## src/rtl/fp_fma_round_pipe_pkg.sv

```systemverilog
// Shared types and helpers for the FMA rounding/writeback stage.
// The struct widths follow the FP32 default format.
package fp_fma_round_pipe_pkg;

    typedef enum logic [1:0] {
        FP32 = 2'd0,
        FP64 = 2'd1,
        FP16 = 2'd2
    } fp_format_e;

    function automatic int fp_width(fp_format_e fmt);
        case (fmt)
            FP64:    return 64;
            FP16:    return 16;
            default: return 32;
        endcase
    endfunction

    function automatic int exp_bits(fp_format_e fmt);
        case (fmt)
            FP64:    return 11;
            FP16:    return 5;
            default: return 8;
        endcase
    endfunction

    function automatic int man_bits(fp_format_e fmt);
        case (fmt)
            FP64:    return 52;
            FP16:    return 10;
            default: return 23;
        endcase
    endfunction

    localparam fp_format_e FP_FORMAT_DEF = FP32;
    localparam int FP_WIDTH   = fp_width(FP_FORMAT_DEF);
    localparam int EXP_WIDTH  = exp_bits(FP_FORMAT_DEF);
    localparam int MANT_WIDTH = man_bits(FP_FORMAT_DEF);

    // RISC-V frm encoding
    typedef enum logic [2:0] {
        RNE = 3'b000,
        RTZ = 3'b001,
        RDN = 3'b010,
        RUP = 3'b011,
        RMM = 3'b100
    } roundmode_e;

    typedef struct packed {
        logic                  sign;
        logic [EXP_WIDTH-1:0]  exp;
        logic [MANT_WIDTH-1:0] mant;
    } fp_t;

    typedef struct packed {
        fp_t        u_result;
        logic [1:0] rs;
        logic       round_en;
        logic       invalid;
        logic [1:0] exp_cout;
    } uround_res_t;

    typedef struct packed {
        logic nv;
        logic dz;
        logic of;
        logic uf;
        logic nx;
    } fflags_t;

    // Round-up decision; reserved mode encodings fall back to round-to-nearest-even.
    function automatic logic rnd_increment(roundmode_e rm, logic sign, logic lsb, logic r, logic s);
        case (rm)
            RNE:     return r & (s | lsb);
            RTZ:     return 1'b0;
            RDN:     return (r | s) & sign;
            RUP:     return (r | s) & ~sign;
            RMM:     return r;
            default: return r & (s | lsb);
        endcase
    endfunction

    // Saturated result on overflow: infinity when the mode rounds away from zero, else max finite.
    function automatic fp_t ovf_result(logic sign, roundmode_e rm);
        fp_t inf_v;
        fp_t max_v;
        inf_v = '{sign: sign, exp: '1, mant: '0};
        max_v = '{sign: sign, exp: {{(EXP_WIDTH-1){1'b1}}, 1'b0}, mant: '1};
        case (rm)
            RTZ:     return max_v;
            RDN:     return sign ? inf_v : max_v;
            RUP:     return sign ? max_v : inf_v;
            default: return inf_v;
        endcase
    endfunction

endpackage

```

## src/rtl/fp_fma_round_pipe_rnd_core.sv

```systemverilog
// Combinational rounding core: mantissa increment, exponent carry,
// overflow saturation and fflags. Shared with other FP writeback stages.
module fp_rnd_core
    import fp_fma_round_pipe_pkg::*;
#(
    parameter int EXP_W = EXP_WIDTH,
    parameter int MAN_W = MANT_WIDTH
) (
    input  logic               sign,
    input  logic [EXP_W-1:0]   exp_pre,
    input  logic [MAN_W-1:0]   mant_pre,
    input  logic               inc,
    input  logic               inexact,
    input  logic               ovf_pre,
    input  logic               round_en,
    input  logic               invalid,
    input  roundmode_e         rnd,
    input  logic [EXP_W+MAN_W:0] pass,
    output logic [EXP_W+MAN_W:0] result,
    output fflags_t            fflags
);

    logic [MAN_W:0] mant_sum;
    logic           carry;
    logic [EXP_W:0] exp_sum;
    logic [MAN_W-1:0] mant_out;
    logic           ovf;
    logic           of_flag;
    logic           nx_flag;
    logic           tiny_pre;

    // Rounding arithmetic with one guard bit per adder so a carry is always visible.
    always_comb begin
        mant_sum = {1'b0, mant_pre} + {{MAN_W{1'b0}}, inc};
        carry    = mant_sum[MAN_W];
        exp_sum  = {1'b0, exp_pre} + {{EXP_W{1'b0}}, carry};
        mant_out = carry ? '0 : mant_sum[MAN_W-1:0];
        ovf      = ovf_pre | (carry & (exp_sum[EXP_W] | (&exp_sum[EXP_W-1:0])));
        of_flag  = ovf & round_en;
        nx_flag  = inexact | of_flag;
        tiny_pre = (exp_pre == '0);

        if (!round_en) begin
            result = pass;
        end else if (ovf) begin
            result = ovf_result(sign, rnd);
        end else begin
            result = {sign, exp_sum[EXP_W-1:0], mant_out};
        end

        // Tininess is judged before rounding, so a subnormal that rounds up to
        // the smallest normal still reports underflow when inexact.
        fflags.nv = invalid;
        fflags.dz = 1'b0;
        fflags.of = of_flag;
        fflags.nx = nx_flag;
        fflags.uf = (nx_flag & tiny_pre) | (inexact & carry & tiny_pre);
    end

endmodule

```

## src/rtl/fp_fma_round_pipe.sv

```systemverilog
// Two-stage valid/ready rounding pipeline between the FMA datapath and writeback.
// Stage 1 registers the rounding decision, stage 2 registers the packed result.
module fp_fma_round_pipe
    import fp_fma_round_pipe_pkg::*;
#(
    parameter fp_format_e FP_FORMAT = FP32
) (
    input  logic                             clk_i,
    input  logic                             rst_ni,
    input  logic                             flush_i,
    input  logic                             valid_i,
    output logic                             ready_o,
    input  uround_res_t                      urnd_i,
    input  roundmode_e                       rnd_i,
    input  logic                             mul_ovf_i,
    output logic                             valid_o,
    input  logic                             ready_i,
    output logic [fp_width(FP_FORMAT)-1:0]   result_o,
    output logic [4:0]                       fflags_o
);

    localparam int EXP_W = exp_bits(FP_FORMAT);
    localparam int MAN_W = man_bits(FP_FORMAT);

    typedef struct packed {
        logic       inc;
        logic       inexact;
        logic       ovf_pre;
        logic       round_en;
        logic       invalid;
        roundmode_e rnd;
        fp_t        u;
    } s1_t;

    s1_t     s1_d;
    s1_t     s1_q;
    logic    s1_valid;
    logic    s2_valid;
    logic    s1_adv;
    logic    s2_adv;
    logic [EXP_W+MAN_W:0] core_result;
    fflags_t core_flags;

    assign s2_adv  = !s2_valid || ready_i;
    assign s1_adv  = !s1_valid || s2_adv;
    assign ready_o = s1_adv;
    assign valid_o = s2_valid;

    // Stage 1 decision: round increment, inexact and early overflow.
    always_comb begin
        s1_d          = '0;
        s1_d.u        = urnd_i.u_result;
        s1_d.rnd      = rnd_i;
        s1_d.round_en = urnd_i.round_en;
        s1_d.invalid  = urnd_i.invalid;
        s1_d.inexact  = urnd_i.round_en & (urnd_i.rs[1] | urnd_i.rs[0]);
        s1_d.inc      = urnd_i.round_en &
                        rnd_increment(rnd_i, urnd_i.u_result.sign, urnd_i.u_result.mant[0],
                                      urnd_i.rs[1], urnd_i.rs[0]);
        s1_d.ovf_pre  = mul_ovf_i | (urnd_i.exp_cout == 2'b01) |
                        ((&urnd_i.u_result.exp) & urnd_i.round_en);
    end

    // Stage 1 register; payload only loads on an accepted input.
    always_ff @(posedge clk_i or negedge rst_ni) begin
        if (!rst_ni) begin
            s1_valid <= 1'b0;
            s1_q     <= '0;
        end else if (flush_i) begin
            s1_valid <= 1'b0;
        end else if (s1_adv) begin
            s1_valid <= valid_i;
            if (valid_i) begin
                s1_q <= s1_d;
            end
        end
    end

    fp_rnd_core #(
        .EXP_W (EXP_W),
        .MAN_W (MAN_W)
    ) u_rnd_core (
        .sign     (s1_q.u.sign),
        .exp_pre  (s1_q.u.exp),
        .mant_pre (s1_q.u.mant),
        .inc      (s1_q.inc),
        .inexact  (s1_q.inexact),
        .ovf_pre  (s1_q.ovf_pre),
        .round_en (s1_q.round_en),
        .invalid  (s1_q.invalid),
        .rnd      (s1_q.rnd),
        .pass     (s1_q.u),
        .result   (core_result),
        .fflags   (core_flags)
    );

    // Stage 2 register drives the outputs; they hold while stalled.
    always_ff @(posedge clk_i or negedge rst_ni) begin
        if (!rst_ni) begin
            s2_valid <= 1'b0;
            result_o <= '0;
            fflags_o <= '0;
        end else if (flush_i) begin
            s2_valid <= 1'b0;
        end else if (s2_adv) begin
            s2_valid <= s1_valid;
            if (s1_valid) begin
                result_o <= core_result;
                fflags_o <= core_flags;
            end
        end
    end

endmodule

```

## config.mk

```make
export PLATFORM = sky130hd
export DESIGN_NAME = fp_fma_round_pipe
export DESIGN_NICKNAME = d
export VERILOG_FILES = /design/src/rtl/fp_fma_round_pipe_pkg.sv /design/src/rtl/fp_fma_round_pipe_rnd_core.sv /design/src/rtl/fp_fma_round_pipe.sv
export SDC_FILE = /design/constraint.sdc
export NUM_CORES = 1
export LEC_CHECK = 0
export CAP_MARGIN = 20
export CORE_MARGIN = 1
export CORE_UTILIZATION = 53
export CTS_BUF_LIST = sky130_fd_sc_hd__clkbuf_4
export DETAILED_ROUTE_END_ITERATION = 8
export PLACE_DENSITY = 0.93
export SYNTH_ARGS = -nofsm -noshare
export SYNTH_HDL_FRONTEND = slang
export SYNTH_SLANG_ARGS = --single-unit
```

## constraint.sdc

```tcl
create_clock -name clk_i -period 4.2 [get_ports clk_i]
set_input_delay 0.63 -clock clk_i [delete_from_list [all_inputs] [get_ports clk_i]]
set_output_delay 0.63 -clock clk_i [all_outputs]
set_load 0.05 [all_outputs]
```

==> After elaboration in Yosys (flattened, before gate mapping) <==
Index checks and enable logic that the tools add are counted.
{ "totals": {"reg_bits": 78, "input_bits": 47} }
{ "classes": {"bitwise_logic": 21, "add_sub_neg": 2, "reduce_logical": 11, "eq_ne": 8, "muxes": 11} }
{ "op_table": {"columns": ["operator", "n"], "rows": [
  ["$mux 32", 4],
  ["$pmux 32 s3", 1],
  ["$add 23x1->24", 1],
  ["$mux 23", 1],
  ["$reduce_and 8->1", 2],
  ["$eq 3x2->1 const B", 4],
  ["$and 1x1->1", 11],
  ["$add 8x1->9", 1],
  ["$logic_not 8->1", 1],
  ["$or 1x1->1", 8],
  ["$eq 3x1->1 const B", 2],
  ["$reduce_and 3->1", 2],
  ["$mux 1", 4],
  ["$pmux 1 s4", 1],
  ["$reduce_bool 2->1", 2],
  ["$eq 3x3->1 const B", 1],
  ["$eq 2x1->1 const B", 1],
  ["$logic_not 1->1", 2],
  ["$logic_or 1x1->1", 2],
  ["$not 1->1", 2]
]} }

==> Depth between registers and ports, before layout <==
Gate-level depths: netlist of the first run.
{ "depth": {"word_depth": 10, "ltp_mapped": 15, "ltp_nobuf": 14} }

==> Hierarchy <==
A second synthesis of the first run with hierarchy kept.
{ "unflattened": {"hier_cells": 377, "hier_area_um2": 4536.9} }
{ "by_module_without_submodules": {"columns": ["mod", "n_inst", "area_each_um2", "seq_area_each_um2", "cells_each"], "rows": [
  ["fp_fma_round_pipe", 1, 3208.1, 1976.9, 191],
  ["fp_rnd_core", 1, 1328.8, 0.0, 186]
]} }

==> Worst setup path before layout of the first run <==
Ideal clock, no wire load.
{ "synth_path": {"path_kind": "register -> register", "from": "register s1_q[10] in the netlist's numbering", "to": "register result_o[21]", "setup_time_ps": 74, "period_less_slack_ps": 3089, "n_path_buf": 1, "setup_slack_ps": 1111, "stages_incl_launch_ff": 16, "arrival_ps": 3015, "required_time_ps": 4126, "path_cell_list": "dfrtp_1 > and4_1 > and2_1 > and3_1 > nand4_1 > nor2_1 > ha_1 > ha_1 > and2b_1 > mux2i_2 > a211oi_4 > a21boi_4 > o41ai_4 > buf_6 > o22ai_2 > o21ai_2"} }
{ "synth_between": {"elab_chain_len": 8, "elab_cells_between_ends": 9, "classes_between": "2 x add/sub; 3 x mux; 3 x bitwise; 1 x reduce/logical"} }
{ "synth_lines": {"columns": ["item", "line_no", "source"], "rows": [
  ["start, declared", "fp_fma_round_pipe.sv:36", "s1_t s1_q;"],
  ["start signal, assigned", "fp_fma_round_pipe.sv:68", "s1_q <= '0;"],
  ["start signal, assigned", "fp_fma_round_pipe.sv:74", "s1_q <= s1_d;"],
  ["$add 23x1->24 *", "fp_fma_round_pipe_rnd_core.sv:34", "mant_sum = {1'b0, mant_pre} + {{MAN_W{1'b0}}, inc};"],
  ["$add 8x1->9", "fp_fma_round_pipe_rnd_core.sv:36", "exp_sum = {1'b0, exp_pre} + {{EXP_W{1'b0}}, carry};"],
  ["$reduce_and 8->1", "fp_fma_round_pipe_rnd_core.sv:38", "ovf = ovf_pre | (carry & (exp_sum[EXP_W] | (&exp_sum[EXP_W-1:0])));"],
  ["$or 1x1->1", "fp_fma_round_pipe_rnd_core.sv:38", null],
  ["$and 1x1->1", "fp_fma_round_pipe_rnd_core.sv:38", null],
  ["$or 1x1->1", "fp_fma_round_pipe_rnd_core.sv:38", null],
  ["$mux 32 *", "fp_fma_round_pipe_rnd_core.sv:45", "end else if (ovf) begin"],
  ["$mux 32 *", "fp_fma_round_pipe_rnd_core.sv:43", "if (!round_en) begin"],
  ["end signal, assigned", "fp_fma_round_pipe.sv:108", "result_o <= core_result;"],
  ["end, declared", "fp_fma_round_pipe.sv:18", "output logic [fp_width(FP_FORMAT)-1:0] result_o,"]
]} }
Every way passes the cells marked *; elsewhere a longest branch is shown, timed or not.
A chain may end at the register's enable or synchronous reset.

==> Worst setup path in the final report of the first run <==
{ "layout_path": {"from": "register s1_q[39] in the netlist's numbering", "to": "register result_o[21]"} }
Same word-level chain as after synthesis.

==> reports/metrics.yaml, run 1 <==
global_route:
  grt_overflow_total: 0
  grt_first_pass_wirelength_mm: 18.0
  grt_usage_pct: 27.6
  grt_max_degree: 79
  grt_pass1_vias: 3734
  antenna_found_initial: 0
route:
  drtAntennaViolNets: 0
  initialDrtViolationCount: 314
  totalWireLength_mm: 10.8
  wire_per_inst_um: 16.0
  route.met3.wl_um: 741
  wl_met2_mm: 4.90
  wl_met1_mm: 4.96
  vias: 3860
  routed_via_density: 5.75
  top_layer_used: "met4"
  drc_errors: 1
  firstDrtPassIters: 7
synthesis:
  synth_edf_count: 0
  yosys-top-cells-area: "dfrtp_1 (46%), nand2_1 (13%), o21ai_0 (4.3%)"
  synth-adder-area-share_pct: 1.19
  synth-compound-area-share_pct: 16.4
  synth-simple-area-share_pct: 26.5
  ys_seq_area_share_pct: 46.2
  synth_top_family_by_area: "simple AND/OR/NAND/NOR gates"
  syn_area_per_cell_um2: 8.46
  syn_nets: 550
  synth_cell_types: 55
  yosysTopAreaCellShare_pct: 46.2
  ys_ff_latch: 78
  yosysTopAreaCell: "dfrtp_1"
  yosysWarnings: 0
  syn_inst: 499
  syn_area_um2: 4220
  synthMuxAreaShare_pct: 0.830
  synth_xor_area_share_pct: 4.98
  synthFlopType: "dfrtp_1"
  async_flop_share_pct: 100
run:
  cap_violations: 0
finish:
  final_cell_mix: "nand2_1 (148), clkdlybuf4s50_1 (83), dfrtp_1 (78)"
  diodes: 0
  final_cell_area_um2: 5210
  drive_gt1_share_pct: 7.03
  syn2layout_area_growth_pct: 23.4
  fillers: 622
  nets: 617
  stdcell_count: 671
  final_common_cell: "nand2_1"
  final_core_util_pct: 67.4
timing:
  tightest_slew_ps: 964
  fin_crit_sh_pct: 94.4
  rsz0062_at_grt: "false"
  holdWs_ps: 337
  drv_slew: 0
  fmax_ghz: 0.252
  slew_headroom_pct: 35.8
  finalSetupTns_ps: 0
  setup_ws_ps: 236
  report.final.setup_viol: 0
  finalHoldViolCount: 0
  finClkSkew_ps: 16.7
  fin_crit_ps: 3960
place:
  port_buffers: 84
  dp_worst_setup_slack_ps: 313
  dpl-instance-area_um2: 5060
  dp_hpwl_mm: 7.44
  post-place-cells: 656
  globalplace.congestion: 0.877
floorplan:
  coreArea_um2: 7730
  pin_count: 86
  initial_core_util_pct: 54.6
  rows: 32
  die_area_um2: 8320
  die_w_um: 91.2
  die_h_um: 91.2
clocking:
  clk_pin_slew_ps: 120
  cts_max_level: 3
  root_buffer: "clkbuf_4"
  post_cts_buffers: 0
  cts_tree: "done"
  clockBufferDepth: 2
  insertion_delay_ps: 440
  numCtsBuffers: 9
  cts-resized-gates: 0
  cts_hold_buf: 0
  clock-sinks: 78
hold_path:
  hp-class: "in2async"
worst_setup_path:
  r2r.worst_path.cells: 13
  cp_max_fo: 11
  required_ps: 4570
  path_class: "reg2reg"
  r2r-start: "s1_q[39]$_DFFE_PN0P_"
  rrSetupSlack_ps: 240
  cp.arrival_ps: 4330
  r2r-end: "result_o[21]$_DFFE_PN0P_"
  crit_path_start_kind: "flop"
  critPathCaptureType: "flop"
power_and_ir_drop:
  ir_worst_vdd_uv: 255
  p_leak_nw: 2.25
  powerDensity_nw_per_um2: 443
  p_total_mw: 2.30
run_status:
  violations: "DRC"
  status: "finished, violations left"
per-layer routing:
layer  GRT usage (%)  vias to the layer above
met5               0                        -
met4            9.66                        0
met3            4.94                       20
met2            42.6                      184
met1            39.2                     1814
li1                -                     1842
layout make-up:
cell class	instances	area [um2]	share of cell area, %
Inverter	3	11.3	0.216
Timing Repair Buffer	87	881	16.9
Multi-Input combinational cell	387	2110	40.6
Sequential cell	78	1950	37.5
Clock inverter	5	52.6	1.01
Clock buffer	9	67.6	1.30
Tap cell	102	128	2.45
cell usage after synthesis, types with 4 or more instances:
cell type	instances
and4_1	5
buf_4	4
nand2_1	148
and3_1	5
o21ai_1	9
dfrtp_1	78
buf_2	7
o31ai_1	4
o21ai_0	36
nor2_1	33
nor3_1	6
nand3_1	12
xor2_1	10
a21oi_2	8
nand4_1	13
a31oi_1	5
clkbuf_1	18
a21oi_1	29
ha_1	4
xnor2_1	14
cell families (layout without fill, tap and decap cells):
logic type | after synthesis | count (layout)
AND/OR/NAND/NOR | 247 | 247
AO/OA/AOI/OAI | 108 | 108
flip-flops | 78 | 78
buffers and inverters | 34 | 104
XOR/XNOR | 24 | 24
adder cells (fa/ha/maj) | 4 | 4
multiplexers | 3 | 3
other | 1 | 1
state kept, by name, indices dropped and copies added, names as in the netlist:
register	count
valid_o	1
fflags_o	4
s1_q	40
result_o	32
s1_valid	1
how the worst max path moves through the flow:
stage | to | slack [ps] | from | depth (start not counted)
final | result_o[21]$_DFFE_PN0P_ | 240 | s1_q[39]$_DFFE_PN0P_ | 13
after global routing | result_o[21]$_DFFE_PN0P_ | 10 | s1_q[39]$_DFFE_PN0P_ | 13
after CTS | result_o[21]$_DFFE_PN0P_ | 280 | s1_q[0]$_DFFE_PN0P_ | 13
after detailed placement | result_o[21]$_DFFE_PN0P_ | 310 | s1_q[0]$_DFFE_PN0P_ | 13
after global placement | result_o[23]$_DFFE_PN0P_ | 500 | s1_q[0]$_DFFE_PN0P_ | 13
after floorplan | result_o[21]$_DFFE_PN0P_ | 1110 | s1_q[10]$_DFFE_PN0P_ | 15
where the power goes:
group | switching (mW) | internal (mW)
clock network | 0.259 | 0.171
logic | 0.542 | 0.303
registers | 0.147 | 0.881
worst max-delay path: stages (launching register included):
cell	delay (ps)
dfrtp_1	390
ha_1	210
nand4_1	240
nor2_1	430
nand4_1	150
nor2_1	130
ha_1	250
ha_1	360
a21oi_1	160
a211oi_4	280
a21boi_4	120
o41ai_4	830
o22ai_2	200
o21ai_2	150
Note: power is estimated with default switching activity, not from simulation.
==> run 2, diff against run 1 <==
--- a/config.mk
+++ b/config.mk
@@ -5,7 +5,7 @@
 export SDC_FILE = /design/constraint.sdc
 export NUM_CORES = 1
 export LEC_CHECK = 0
-export CAP_MARGIN = 20
+export CAP_MARGIN = 5
 export CORE_MARGIN = 1
 export CORE_UTILIZATION = 53
 export CTS_BUF_LIST = sky130_fd_sc_hd__clkbuf_4
==> run 2 against run 1 <==
The flow still finishes with violations (DRC). Count of clock-buffer cells in the layout unchanged. Die area unchanged. Sequential power about the same. Via count down 1.4%. Combinational power about the same. Setup slack worse by 6.2 ps. Clock power about the same. Non-clock buffer count down 1. Flip-flop and latch count unchanged. First-iteration DRC count up 7.0%. Clock skew down 2.3 ps. Cell count down 0.15%. Critical endpoint unchanged.
==> reports/metrics.yaml, run 2 (synthesis gave the netlist of run 1 again) <==
floorplan:
  die_area_um2: 8320
  die_w_um: 91.2
  coreArea_um2: 7730
  rows: 32
  pin_count: 86
  initial_core_util_pct: 54.6
  die_h_um: 91.2
worst_setup_path:
  required_ps: 4570
  startpoint: "s1_q[39]$_DFFE_PN0P_"
  r2r.worst_path.cells: 13
  r2r-start: "s1_q[39]$_DFFE_PN0P_"
  path_class: "reg2reg"
  cp_max_fo: 11
  rrSetupSlack_ps: 230
  critPathCaptureType: "flop"
  cp.arrival_ps: 4340
  crit_end: "result_o[21]$_DFFE_PN0P_"
  crit_path_start_kind: "flop"
  r2r-end: "result_o[21]$_DFFE_PN0P_"
global_route:
  grt_pass1_vias: 3734
  grt_max_degree: 79
  antenna_found_initial: 0
  grt_first_pass_wirelength_mm: 18.0
  grt_overflow_total: 0
  grt_usage_pct: 27.6
timing:
  finalSetupTns_ps: 0
  tightest_slew_ps: 1190
  report.final.setup_viol: 0
  slew_headroom_pct: 20.4
  finClkSkew_ps: 14.3
  drv_slew: 0
  fmax_ghz: 0.252
  fin_crit_ps: 3970
  rsz0062_at_grt: "false"
  holdWs_ps: 343
  finalHoldViolCount: 0
  fin_crit_sh_pct: 94.5
finish:
  largest_reg_flops: 40
  fillers: 635
  final_core_util_pct: 67.0
  drive_gt1_share_pct: 6.87
  seq_area_um2: 1950
  final_common_cell: "nand2_1"
  final_cell_mix: "nand2_1 (148), clkdlybuf4s50_1 (83), dfrtp_1 (78)"
  diodes: 0
  multiInputGateArea_um2: 2110
  regMostFlops: "s1_q"
  nets: 616
  reg_top3: "s1_q x40, result_o x32, fflags_o x4"
  syn2layout_area_growth_pct: 22.7
run:
  cap_violations: 0
route:
  routed_via_density: 5.68
  firstDrtPassIters: 7
  vias: 3805
  drc_errors: 1
  drtAntennaViolNets: 0
  initialDrtViolationCount: 336
  totalWireLength_mm: 10.7
  wire_per_inst_um: 16.0
clocking:
  cts_max_level: 3
  clock-sinks: 78
  clockBufferDepth: 2
  cts-resized-gates: 0
  insertion_delay_ps: 440
  root_buffer: "clkbuf_4"
  cts_hold_buf: 0
  clk_pin_slew_ps: 120
  post_cts_buffers: 0
  cts_tree: "done"
  numCtsBuffers: 9
power_and_ir_drop:
  ir_worst_vdd_uv: 214
  p_total_mw: 2.30
  powerDensity_nw_per_um2: 444
  p_leak_nw: 2.24
hold_path:
  hp-class: "in2async"
run_status:
  status: "finished, violations left"
  violations: "DRC"
place:
  port_buffers: 84
  dp_hpwl_mm: 7.44
  globalplace.congestion: 0.877
run 2: how the worst min path moves through the flow:
stage	startpoint	to	slack (ps)	cells past startpoint
2_1_floorplan	rst_ni	fflags_o[0]$_DFFE_PN0P_	330	0
3_3_place_gp	s1_q[35]$_DFFE_PN0P_	fflags_o[4]$_DFFE_PN0P_	450	2
3_5_place_dp	s1_q[33]$_DFFE_PN0P_	s1_q[33]$_DFFE_PN0P_	460	2
4_1_cts	rst_ni	s1_valid$_DFFE_PN0P_	370	1
5_1_grt	rst_ni	fflags_o[2]$_DFFE_PN0P_	420	1
6_report	rst_ni	s1_q[27]$_DFFE_PN0P_	340	1
run 2: area by class of cell:
cell class / instances / area share [%]
clock buffer: 9 / 1.30
sequential: 78 / 37.7
timing repair buffer: 86 / 16.5
multi-input combinational: 387 / 40.8
tap: 102 / 2.46
inverter: 3 / 0.217
clock inverter: 5 / 1.01
run 2: metal layers:
metal	vias up	track usage (%)	part of all wire [%]
met5	-	0	0
met4	0	9.66	1.4
met3	17	4.94	6.7
met2	173	42.6	46
met1	1784	39.2	46
li1	1831	-	-
run 2: worst max-delay path, stage by stage, from the launching register on:
cell	delay [ps]
dfrtp_1	390
ha_1	210
nand4_1	240
nor2_1	430
nand4_1	150
nor2_1	130
ha_1	250
ha_1	360
a21oi_1	160
a211oi_4	290
a21boi_4	120
o41ai_4	830
o22ai_2	210
o21ai_2	150
run 2: metrics by stage:
stage,cell area [um2],cells,setup WS [ps]
CTS,5180,670,280
floorplan,4220,499,1110
finish,5180,670,229
global route,5180,670,9.91
global placement,5060,656,496
detailed placement,5060,656,313
run 2: power by group:
group          switching (mW)  internal, mW
Clock                   0.259         0.171
Sequential              0.147         0.881
Combinational           0.542         0.300
==> run 3, diff against run 2 <==
--- a/config.mk
+++ b/config.mk
@@ -7,10 +7,11 @@
 export LEC_CHECK = 0
 export CAP_MARGIN = 5
 export CORE_MARGIN = 1
-export CORE_UTILIZATION = 53
+export CORE_UTILIZATION = 48
 export CTS_BUF_LIST = sky130_fd_sc_hd__clkbuf_4
 export DETAILED_ROUTE_END_ITERATION = 8
-export PLACE_DENSITY = 0.93
+export PLACE_DENSITY = 0.89
+export SKIP_LAST_GASP = 1
 export SYNTH_ARGS = -nofsm -noshare
 export SYNTH_HDL_FRONTEND = slang
 export SYNTH_SLANG_ARGS = --single-unit
==> constraint.sdc (replaced) <==
create_clock -name clk_i -period 3.5 [get_ports clk_i]
set_input_delay 0.525 -clock clk_i [delete_from_list [all_inputs] [get_ports clk_i]]
set_output_delay 0.525 -clock clk_i [all_outputs]
set_load 0.05 [all_outputs]
==> run 3 against run 2 <==
The run now ends clean. Total power is 17% higher. Flip-flop and latch count stayed put. Clock power is 2% lower. Final area is 1.4% higher. Critical path depth is 2 higher. Non-clock buffer count is 11 higher. Setup slack worse by 25 ps. Global-route usage is 2.7 points lower. Maximum frequency is 20% higher. Sequential power is 19% higher.
==> reports/metrics.yaml, run 3 (synthesis gave the netlist of run 1 again) <==
run_status:
  status: "finished clean"
timing:
  drv_slew: 0
  holdWs_ps: 243
  finalHoldViolCount: 0
  fmax_ghz: 0.303
  tightest_slew_ps: 1190
  slew_headroom_pct: 20.8
  report.final.setup_viol: 0
  fin_crit_ps: 3300
  finalSetupTns_ps: 0
  finClkSkew_ps: 18.6
  fin_crit_sh_pct: 94.2
worst_setup_path:
  path_class: "reg2reg"
  cp.arrival_ps: 3640
  slowest_delay_ps: 440
  required_ps: 3840
  cp_max_fo: 11
  crit_chain: "and4_1, and2_1, and3_1, nand4_1, nor2_1, ha_1, ha_4, and2b_1, mux2i_2, a211oi_4, a21boi_4, o41ai_4, buf_6, a21oi_2, o21ai_1"
  critPathCaptureType: "flop"
  path_buf_inv: 1
  crit_family: "compound AO/OA/AOI/OAI gates"
  crit_path_start_kind: "flop"
  cpMaxStageDelayCell: "dfrtp_1"
floorplan:
  die_area_um2: 9170
  coreArea_um2: 8380
  die_h_um: 95.8
  die_w_um: 95.8
  rows: 33
  pin_count: 86
  initial_core_util_pct: 50.4
power_and_ir_drop:
  powerDensity_nw_per_um2: 513
  ir_worst_vdd_uv: 252
  p_leak_nw: 2.29
clocking:
  clk_pin_slew_ps: 120
  insertion_delay_ps: 420
  cts_tree: "done"
  root_buffer: "clkbuf_4"
  clockBufferDepth: 2
  clock-sinks: 78
  cts_max_level: 3
  numCtsBuffers: 9
finish:
  diodes: 0
  final_cell_area_um2: 5250
  reg_top3: "s1_q x40, result_o x32, fflags_o x4"
  final_common_cell: "nand2_1"
  nets: 627
  drive_gt1_share_pct: 9.00
  largest_reg_flops: 40
  regMostFlops: "s1_q"
  final_cell_mix: "nand2_1 (148), clkdlybuf4s50_1 (83), dfrtp_1 (78)"
  syn2layout_area_growth_pct: 24.4
global_route:
  grt_pass1_vias: 3599
  grt_overflow_total: 0
  grt_first_pass_wirelength_mm: 17.2
  grt_max_degree: 79
  antenna_found_initial: 0
  grt_usage_pct: 24.9
place:
  dp_hpwl_mm: 7.57
  port_buffers: 84
  dpl-instance-area_um2: 5120
  globalplace.congestion: 0.925
route:
  wire_per_inst_um: 15.5
  firstDrtPassIters: 5
  vias: 3854
  routed_via_density: 5.64
  initialDrtViolationCount: 337
  totalWireLength_mm: 10.6
  drtAntennaViolNets: 0
  drc_errors: 0
run:
  cap_violations: 0
hold_path:
  hp-class: "in2async"
## run 3: changes by cell type in the layout (fill, tap and decap cells not counted), moves of 2 or more
cell	before	now
clkinv_2	0	3
buf_4	3	13
clkinvlp_4	2	0
clkinv_1	2	0
## run 3: report_power, final
part / internal [mW] / switching, mW / leakage [nW] / total [mW]
logic: 0.378 / 0.665 / 1.27 / 1.04
registers: 1.06 / 0.173 / 0.958 / 1.23
clock network: 0.139 / 0.282 / 0.0577 / 0.422
total: 1.57 / 1.12 / 2.29 / 2.69
## run 3: final cells by class
type,instances,area [um2]
clock buffers,10,75.1
fillers,695,3130
clock inverters,3,15.0
well taps,105,131
inverters,3,11.3
multi-input cells,387,2130
repair buffers,97,940
flip-flops and latches,78,1950
## run 3: final timing paths
| check | startpoint | end | slack, ps | depth (start not counted) |
|---|---|---|---|---|
| max | s1_q[12]$_DFFE_PN0P_ | result_o[14]$_DFFE_PN0P_ | 200 | 15 |
| min | rst_ni | result_o[10]$_DFFE_PN0P_ | 240 | 1 |
| max reg2reg | s1_q[12]$_DFFE_PN0P_ | result_o[14]$_DFFE_PN0P_ | 200 | 15 |
| min reg2reg | s1_q[35]$_DFFE_PN0P_ | fflags_o[4]$_DFFE_PN0P_ | 480 | 2 |
| max in group asynchronous | rst_ni | result_o[23]$_DFFE_PN0P_ | 2650 | 1 |
| min in group clk_i | s1_q[35]$_DFFE_PN0P_ | fflags_o[4]$_DFFE_PN0P_ | 480 | 2 |
## run 3: metal layers
metal  vias up  global-route usage [%]  share of wire [%]
li1       1858                       -                  -
met1      1801                    35.1                 45
met2       175                    38.5                 46
met3        20                    3.79                6.8
met4         0                    9.95                2.0
met5         -                       0                  0
## run 3: through the flow
step / utilization [%] / power (mW) / cells / worst slack [ps]
2_1_floorplan: - / 1.89 / 499 / 411
3_3_place_gp: 61.1 / 2.25 / 667 / 271
4_1_cts: 62.2 / 2.69 / 680 / 101
5_1_grt: 62.7 / 2.83 / 683 / -7.01
6_report: 62.7 / 2.69 / 683 / 205
3_5_place_dp: 61.1 / 2.28 / 667 / 130
## run 3: repair_timing
action	in CTS	in global routing
setup buffers	0	3
hold buffers	0	0
endpoints found under the setup margin	0	25
resized for setup	0	3
